==> config.mk <==
export PLATFORM = sky130hd
export DESIGN_NAME = switch_egress_queue
export DESIGN_NICKNAME = d
export VERILOG_FILES = /design/src/rtl/switch_egress_queue.sv
export SDC_FILE = /design/constraint.sdc
export NUM_CORES = 1
export LEC_CHECK = 0
export CELL_PAD_IN_SITES_DETAIL_PLACEMENT = 0
export CELL_PAD_IN_SITES_GLOBAL_PLACEMENT = 1
export CORE_ASPECT_RATIO = 2
export CORE_MARGIN = 2
export CORE_UTILIZATION = 26
export CTS_CLUSTER_DIAMETER = 40
export CTS_CLUSTER_SIZE = 8
export DETAILED_ROUTE_END_ITERATION = 16
export PLACE_DENSITY = 0.51
export SLEW_MARGIN = 20
export SYNTH_ARGS = -nofsm -noshare
export SYNTH_HDL_FRONTEND = slang
export SYNTH_SLANG_ARGS = --single-unit
==> constraint.sdc <==
create_clock -name clk -period 5.8 [get_ports clk]
set_clock_uncertainty 0.2 [all_clocks]
set_input_delay 1.16 -clock clk [delete_from_list [all_inputs] [get_ports clk]]
set_output_delay 1.16 -clock clk [all_outputs]
set_load 0.02 [all_outputs]
==> src/rtl/switch_egress_queue.sv <==
// Per-output-port egress buffer: a first-word-fall-through FIFO fed by the switch output lane.
// It counts packets dropped on overflow and packets misrouted to this port, both saturating.
module switch_egress_queue #(
  parameter logic [3:0]  PORT_MASK = 4'b0001,
  parameter int unsigned DEPTH     = 8,
  parameter int unsigned CNT_W     = 16
) (
  input  logic                     clk,
  input  logic                     rst_n,
  input  logic                     valid_in,
  input  logic [3:0]               source_in,
  input  logic [3:0]               target_in,
  input  logic [7:0]               data_in,
  output logic                     valid_out,
  input  logic                     ready_out,
  output logic [3:0]               source_out,
  output logic [3:0]               target_out,
  output logic [7:0]               data_out,
  output logic [$clog2(DEPTH):0]   level,
  output logic [CNT_W-1:0]         drop_cnt,
  output logic [CNT_W-1:0]         misroute_cnt
);

  localparam int unsigned PTR_W = $clog2(DEPTH);
  localparam int unsigned LVL_W = PTR_W + 1;
  localparam int unsigned ENT_W = 16;

  logic [ENT_W-1:0] mem [DEPTH];
  logic [PTR_W-1:0] rptr, wptr, rptr_nxt, wptr_nxt;
  logic [LVL_W-1:0] level_nxt;
  logic [ENT_W-1:0] in_ent, head_nxt;
  logic             match, pop, full, wr, drop, misroute;

  // Next-state decode for pointers, level and the registered head entry
  always_comb begin
    match     = valid_in && ((target_in & PORT_MASK) != 4'b0000);
    pop       = valid_out && ready_out;
    full      = (level == LVL_W'(DEPTH));
    wr        = match && (!full || pop);
    drop      = match && full && !pop;
    misroute  = valid_in && !match;
    in_ent    = {source_in, target_in, data_in};
    rptr_nxt  = pop ? rptr + PTR_W'(1) : rptr;
    wptr_nxt  = wr  ? wptr + PTR_W'(1) : wptr;
    level_nxt = level;
    if (wr && !pop) begin
      level_nxt = level + LVL_W'(1);
    end else if (pop && !wr) begin
      level_nxt = level - LVL_W'(1);
    end
    head_nxt = '0;
    // The new head is the incoming packet when every older entry is gone
    if (level_nxt != '0) begin
      if (wr && (rptr_nxt == wptr)) begin
        head_nxt = in_ent;
      end else begin
        head_nxt = mem[rptr_nxt];
      end
    end
  end

  // Storage array, no reset needed: contents are only visible through the head register
  always_ff @(posedge clk) begin
    if (rst_n && wr) begin
      mem[wptr] <= in_ent;
    end
  end

  always_ff @(posedge clk) begin
    if (!rst_n) begin
      rptr         <= '0;
      wptr         <= '0;
      level        <= '0;
      drop_cnt     <= '0;
      misroute_cnt <= '0;
      valid_out    <= 1'b0;
      source_out   <= '0;
      target_out   <= '0;
      data_out     <= '0;
    end else begin
      rptr      <= rptr_nxt;
      wptr      <= wptr_nxt;
      level     <= level_nxt;
      valid_out <= (level_nxt != '0);
      {source_out, target_out, data_out} <= head_nxt;
      if (drop && (drop_cnt != '1)) begin
        drop_cnt <= drop_cnt + CNT_W'(1);
      end
      if (misroute && (misroute_cnt != '1)) begin
        misroute_cnt <= misroute_cnt + CNT_W'(1);
      end
    end
  end

endmodule

After elaboration in Yosys (flattened, before gate mapping)
Memory sizes are Yosys's and may differ from the RTL's. A register that Yosys moved wholly into a read port is not among the register bits. Cells that the tools add are included.

Logic and storage cells: 40. Memory bits (writable): 128. Memories: 1. Bits in registers: 43. Input bits: 20.

Add/subtract/negate cells: 6. Muxes and demuxes: 5. Equality and inequality tests: 3. Reduce and logical (&&, ||, !) cells: 19.

Memory list: mem (words 8, bits a word 16, read ports 1, clocked after memory_dff 1, wr ports 1, line 28) `logic [ENT_W-1:0] mem [DEPTH];`.

Operator list (number): $add A16 B1 Y16 const B (2); $ne A16 B16 Y1 const B (2); $logic_and A1 B1 Y1 (11); $mux W4 (2); $add A3 B1 Y3 const B (2); $logic_not A1 Y1 (5); $add A4 B1 Y4 const B (1); $eq A4 B4 Y1 const B (1); $reduce_bool A4 Y1 (1); $sub A4 B1 Y4 const B (1); $mux W3 (1); $mux W1 (2); $reduce_and A2 Y1 (1); $logic_or A1 B1 Y1 (1).

Longest topological paths before layout
Gate-level depths: netlist of the first run.

Depth in word-level cells: 11. Depth in mapped cells: 10. Depth with buffers taken out: 8.

Least setup slack after synthesis of the first run
Ideal clock, no wire load.

Path type: input-to-reg. Start point: input port target_in[0]. End point: memory mem[0][0] (enable). Data arrival time: 3015 ps. Path slack: 2176 ps. Stages: 5. Data required time: 5191 ps. Buffers on the path: 0. Cells stage by stage: nand2_1 -> a21oi_2 -> nand2_1 -> or2_2 -> nor3_1.

Cells in the longest elaborated chain, start to end: 5.

Ends and longest elaborated chain: start, declared (line 12) `input logic [3:0] target_in,`; $logic_and A1 B1 Y1 (line 36) `match = valid_in && ((target_in & PORT_MASK) != 4'b0000);`; $logic_and A1 B1 Y1 (line 39) `wr = match && (!full || pop);`; $logic_and A1 B1 Y1 (line 64) `if (rst_n && wr) begin`; $mux W1 (line 64); $mux W1 (not written as such) (line 65) `mem[wptr] <= in_ent;`; end, declared (line 28).

Every way passes these cells.

Worst setup path in the final report of the first run
Start point: input port ready_out. End point: register data_out[0].

Cells in the longest elaborated chain, start to end: 10. Elaborated cells between the ends (all ways): 13.

Ends and longest elaborated chain: start, declared (line 15) `input logic ready_out,`; $logic_and A1 B1 Y1 * (line 37) `pop = valid_out && ready_out;`; $logic_or A1 B1 Y1 (line 39); $logic_and A1 B1 Y1 (line 39); $logic_not A1 Y1 (line 48) `end else if (pop && !wr) begin`; $logic_and A1 B1 Y1 (line 48); $mux W4 (line 48); $mux W4 (line 46) `if (wr && !pop) begin`; $reduce_bool A4 Y1 (line 53) `if (level_nxt != '0) begin`; $reduce_and A2 Y1 (no source line); $logic_not A1 Y1 (no source line); end signal, assigned (line 85) `{source_out, target_out, data_out} <= head_nxt;`; end, declared (line 18) `output logic [7:0] data_out,`.

Every way passes the cells marked *; elsewhere a longest branch is shown, timed or not. A chain may end at the register's enable or synchronous reset.

==> run summary, run 1 <==
met1 track demand over resource = 0.1250
setup TNS = 0 ps
Tcrit/Tclk final = 0.6717
Root Driver = clkbuf_16
nature of the critical path endpoint = flop
final RePlAce weighted congestion = 0.7378
clk sinks = 187
Largest delay share family, worst path = buffers and inverters
Post-CTS Hold Buffers = 0
post-cts resize count = 0
Worst path slowest cell = xnor2_4
GR peak layer = met2
Clk pin slew, worst setup/hold paths = 70 ps
R2R Path End = mem[6][5]$_DFFE_PP_
Vias = 4429
Cells after Synth = 502
Required @ worst endpoint = 5890 ps
CP Launch Type = input port
number of routed nets with antenna violations = 0
Ant. Diodes = 0
Net count, final = 610
Critical Path AT = 3980 ps
Worst Path Buf+Inv = 2
largest net degree at the start of global routing = 40
Peak Freq = 0.2567 GHz
pwr dens = 379.3 mW/mm^2
top_reg_cell synth = edfxtp_1
Core Area = 0.02885 sq mm
Die X = 125.3 um
FF-to-FF path depth = 8
Syn-to-layout area delta = 23.01%
vias in the first global route = 4640
status = complete, no violations
EDFF count, synth = 128
Rows = 88
initial antenna violation count = 0
Yosys warnings = 0
power consumption = 3.567 mW
Tmin final = 3896 ps
initial core utilization = 0.2651
type of the worst setup path = input port to flop
ys async rst share = 0
maximum VDD drop = 0.0002356 V
Critical Path, Cell by Cell = clkdlybuf4s50_1 -> and2_4 -> xnor2_4 -> buf_4 -> mux4_1 -> mux2i_1 -> a211oi_2
DP Wirelength = 11.93 mm
global-route wire length before repair = 27.77 mm
worst-path fanout max = 19
sequential cell area fraction in the yosys report = 0.6572
HP Start = misroute_cnt[15]$_SDFFE_PN0P_
total global routing track utilization = 0.1217
gr ovfl total = 0
H-tree levels = 4
hold-critical path depth = 2
share of cells above drive strength 1 = 0.1608
DR WL/cell = 18.94 um
Vias/cell = 4.628
area share of the largest cell type after synthesis = 0.5027
Max Buffers Root-to-Sink = 2
count of final max-slew check failures = 0
Worst Hold Endpoint = misroute_cnt[15]$_SDFFE_PN0P_
DRC = 0
Worst-Skew Late Latency = 440 ps
DRT Wirelength = 18.12 mm
r2r startpoint = level[1]$_SDFF_PN0_
Yosys cell types = 42
worst hold path type = flop to flop
ranking of synthesized cells by area = edfxtp_1, dfxtp_1, mux4_2, mux2i_1, a211oi_2
# IOs = 73
met3 usage = 0.03322
Crit. path cell count = 7
CTS Buf Count = 17
leakage dissipation = 3.202 nW
CTS tree = done
worst-margin pin slew = 958.7 ps
Final Setup Violations = 0
register bit total from synthesis = 187
PortBufs = 72
Pre-antenna DRT Iters = 4
DIE AREA = 0.03088 sq mm
max_cap viols = 0
RSZ-0062 raised after global routing = no
Global Route met2 Usage = 0.2308
setup bufs post-CTS = 0
synthesized area per cell = 15.23 sq um
Net Count, Synth = 528
flop-to-flop setup slack = 2670 ps
final hold viol count = 0
FILL cells = 2846
Slew HR = 0.3608
slowest stage delay, CP = 750 ps
Die Height = 246.5 um
DR iter-0 viols = 237
synthesized area = 0.007646 sq mm
area leader, netlist = edfxtp_1
## how the worst max path moves through the flow
stage	from	endpoint	slack (ps)
finish	ready_out	data_out[0]$_SDFF_PN0_	1900
global route	ready_out	data_out[0]$_SDFF_PN0_	1700
CTS	ready_out	data_out[0]$_SDFF_PN0_	1830
detailed placement	ready_out	data_out[2]$_SDFF_PN0_	1380
global placement	target_in[0]	target_out[0]$_SDFF_PN0_	1320
floorplan	target_in[0]	mem[0][0]$_DFFE_PP_	2180
## state kept, by name (all words and copies together) (netlist names)
register      cells
source_out        4
drop_cnt         16
data_out          8
valid_out         1
mem             128
level             4
wptr              3
rptr              3
target_out        4
misroute_cnt     16
## metal layers
| layer | vias up | routed length [um] |
|---|---|---|
| li1 | 2058 | - |
| met4 | 0 | 414 |
| met3 | 20 | 551 |
| met5 | - | 0 |
| met1 | 2275 | 6969 |
| met2 | 76 | 10190 |
## stage by stage
| step | utilization | worst slack [ps] | instance area, sq um | cells | hold WS [ps] |
|---|---|---|---|---|---|
| 6_report | 0.3260 | 1904 | 9405 | 957 | 338.0 |
| 5_1_grt | 0.3260 | 1704 | 9405 | 957 | 355.8 |
| 4_1_cts | 0.3260 | 1832 | 9405 | 957 | 343.9 |
| 3_5_place_dp | 0.3057 | 1385 | 8820 | 925 | 327.3 |
| 3_3_place_gp | 0.3057 | 1325 | 8818 | 925 | 298.3 |
| 2_1_floorplan | - | 2176 | 7646 | 502 | 376.0 |
## cell type report
class	count	area, sq um	area share
clock inverters	12	138.9	0.01477
clock buffers	20	446.7	0.04749
inverters	12	45.04	0.004789
flip-flops and latches	187	5025	0.5343
multi-input cells	282	2489	0.2646
repair buffers	84	810.8	0.08620
well taps	360	450.4	0.04789
## worst min-delay path: cells and delay by family (launching register included)
family	cells	cell delay (ps)
AO/OA/AOI/OAI	2	160
flip-flops	1	340
## cells in the final DEF, fill, tap and decap left out, types with 3 or more instances in the layout
cell type / netlist / layout
a211oi_2: 15 / 15
a21boi_0: 8 / 8
and2_1: 25 / 25
and3_1: 4 / 4
and4_1: 4 / 3
buf_4: 3 / 12
clkbuf_16: 0 / 17
clkdlybuf4s50_1: 0 / 72
clkinv_4: 0 / 5
dfxtp_1: 59 / 59
edfxtp_1: 128 / 128
ha_1: 6 / 6
inv_1: 12 / 12
mux2i_1: 25 / 25
mux4_1: 3 / 3
mux4_2: 27 / 27
nand2_1: 24 / 23
nand3_1: 13 / 13
nand3b_1: 3 / 3
nand4_1: 8 / 8
nor2_1: 26 / 25
nor2b_1: 9 / 9
nor3_1: 10 / 8
o21ai_0: 14 / 14
or3_1: 11 / 11
xnor2_1: 17 / 17
xor2_1: 11 / 10
## synthesized netlist by cell type (8+ instances only)
| library cell | number |
|---|---|
| nand4_1 | 8 |
| nor3_1 | 10 |
| a211oi_2 | 15 |
| edfxtp_1 | 128 |
| and2_1 | 25 |
| xor2_1 | 11 |
| or3_1 | 11 |
| nor2_1 | 26 |
| mux2i_1 | 25 |
| nand3_1 | 13 |
| nand2_1 | 24 |
| dfxtp_1 | 59 |
| clkbuf_1 | 9 |
| xnor2_1 | 17 |
| inv_1 | 12 |
| o21ai_0 | 14 |
| a21boi_0 | 8 |
| nor2b_1 | 9 |
| mux4_2 | 27 |
## kinds of logic (layout without fill, tap and decap cells)
| family | count (synthesis) | after routing | share of synthesized area |
|---|---|---|---|
| compound gates | 46 | 46 | 0.05155 |
| simple gates | 146 | 146 | 0.1019 |
| flops | 187 | 187 | 0.6572 |
| fa+ha+maj | 6 | 6 | 0.009818 |
| mux | 55 | 55 | 0.1226 |
| xor+xnor | 29 | 29 | 0.03567 |
| buf+inv | 33 | 128 | 0.02127 |
## report_power, final
| part | leakage [nW] | total, mW | switching [mW] | internal [mW] |
|---|---|---|---|---|
| clock | 0.285 | 1.16 | 0.514 | 0.651 |
| combinational | 1.28 | 0.857 | 0.440 | 0.416 |
| sequential | 1.63 | 1.55 | 0.0474 | 1.50 |
Note: power is estimated with default switching activity, not from simulation.
==> run 2, diff against run 1 <==
clock period = 4.09 ns   (was 5.8 ns; I/O delays follow)
==> run summary, run 2 (synthesized netlist as in run 1, its figures left out) <==
status = complete, no violations
most common cell after layout, fill and taps aside = edfxtp_1
Required @ worst endpoint = 4190 ps
count of final max-slew check failures = 0
H-tree levels = 4
DRT Wirelength = 18.13 mm
switching share of power = 0.2736
worst hold path type = flop to flop
setup TNS = 0 ps
crit path to = source_out[3]$_SDFF_PN0_
RSZ-0062 raised after global routing = no
CP Launch Type = input port
M1 wire length = 6.942 mm
Die Height = 246.5 um
logic gate share of total power = 0.239
DP Wirelength = 11.67 mm
sequential share of power = 0.422
CTS tree = done
DR iter-0 viols = 292
total global routing track utilization = 0.1220
initial core utilization = 0.2651
R2R Path End = source_out[3]$_SDFF_PN0_
hold-critical path depth = 2
Final Setup Violations = 0
Clk pin slew, worst setup/hold paths = 70 ps
detailed route wirelength on metal2 = 10.27 mm
largest registers = mem: 128 flops, drop_cnt: 16 flops, misroute_cnt: 16 flops
Clock Power Share = 0.339
flop-to-flop setup slack = 1250 ps
DP Area = 0.008872 sq mm
max reg flops = 128
Net count, final = 617
max_cap viols = 0
Critical Path AT = 3400 ps
leakage dissipation = 3.257 nW
worst-path fanout max = 31
largest net degree at the start of global routing = 32
Tcrit/Tclk final = 0.8073
Syn-to-layout area delta = 24.19%
DIE AREA = 0.03088 sq mm
r2r startpoint = level[0]$_SDFF_PN0_
Vias = 4409
nature of the critical path endpoint = flop
type of the worst setup path = input port to flop
Pre-antenna DRT Iters = 4
switching power = 1.420 mW
CTS Buf Count = 17
Peak Freq = 0.3028 GHz
final RePlAce weighted congestion = 0.7163
final hold viol count = 0
most frequent cells in the layout = edfxtp_1, clkdlybuf4s50_1, dfxtp_1, mux4_2, nor2_1
Ant. Diodes = 0
pwr dens = 546.4 mW/mm^2
Slew HR = 0.2954
DR WL/cell = 18.80 um
initial antenna violation count = 0
crit path launch = ready_out
Largest Register = mem
Vias/cell = 4.574
share of cells above drive strength 1 = 0.1656
Hold WS = 333.5 ps
vias in the first global route = 4634
setup bufs post-CTS = 0
met3 routed WL = 592 um
post-cts resize count = 0
FF-to-FF path depth = 9
Post-CTS Hold Buffers = 0
Die X = 125.3 um
number of routed nets with antenna violations = 0
DR top layer = met4
Root Driver = clkbuf_16
worst-margin pin slew = 1057 ps
Tmin final = 3302 ps
maximum VDD drop = 0.0003345 V
final instance area = 0.009495 sq mm
Rows = 88
clk sinks = 187
gr ovfl total = 0
DRC = 0
power consumption = 5.188 mW
# IOs = 73
Core Area = 0.02885 sq mm
Int Power = 3.769 mW
Worst-Skew Late Latency = 440 ps
global-route wire length before repair = 27.81 mm
PortBufs = 72
Max Buffers Root-to-Sink = 2
## run 2: cell count changes in the layout (fill, tap and decap cells not counted), moves of 2 or more
cell and delta:
clkinvlp_4 +3, inv_6 +2, buf_4 +6, clkinv_4 -5, bufinv_16 +2
## run 2: power groups by stage
stage	Sequential (mW)	Clock (mW)	Combinational (mW)
after floorplan	2.32	0	0.769
after global placement	2.24	0	1.25
after detailed placement	2.24	0	1.27
after CTS	2.19	1.82	1.27
after global routing	2.20	1.89	1.34
final	2.19	1.76	1.24
## run 2: layer usage
layer,vias up,GRT usage
met4,0,0.04641
met1,2243,0.1285
li1,2075,-
met2,75,0.2302
met5,-,0
met3,16,0.03149
## run 2: metrics by stage
stage          std cells  utilization  setup slack, ps
5_1_grt              964       0.3292            608.1
4_1_cts              964       0.3292            738.8
3_5_place_dp         932       0.3076            263.6
3_3_place_gp         932       0.3076            301.2
2_1_floorplan        502            -            732.0
6_report             964       0.3292            788.0
## run 2: worst min-delay path by stage
stage	startpoint	to	slack [ps]
final	misroute_cnt[7]$_SDFFE_PN0P_	misroute_cnt[7]$_SDFFE_PN0P_	330
after global routing	misroute_cnt[7]$_SDFFE_PN0P_	misroute_cnt[7]$_SDFFE_PN0P_	380
after CTS	misroute_cnt[15]$_SDFFE_PN0P_	misroute_cnt[15]$_SDFFE_PN0P_	340
after detailed placement	misroute_cnt[15]$_SDFFE_PN0P_	misroute_cnt[15]$_SDFFE_PN0P_	320
after global placement	drop_cnt[12]$_SDFFE_PN0P_	drop_cnt[12]$_SDFFE_PN0P_	300
after floorplan	drop_cnt[12]$_SDFFE_PN0P_	drop_cnt[12]$_SDFFE_PN0P_	380
## run 2: layout make-up
class	instances	area, sq um
Tap cell	360	450.4
Sequential cell	187	5025
Fill cell	2833	19350
Inverter	12	45.04
Clock inverter	13	190.2
Multi-Input combinational cell	282	2476
Timing Repair Buffer	91	875.8
Clock buffer	19	432.9
## run 2: worst max-delay path, stage by stage
cell	delay, ps
clkdlybuf4s50_1	470
and2_4	210
xnor2_4	820
xnor2_1	110
or4_1	440
buf_4	300
nor2_1	170
a211oi_2	60
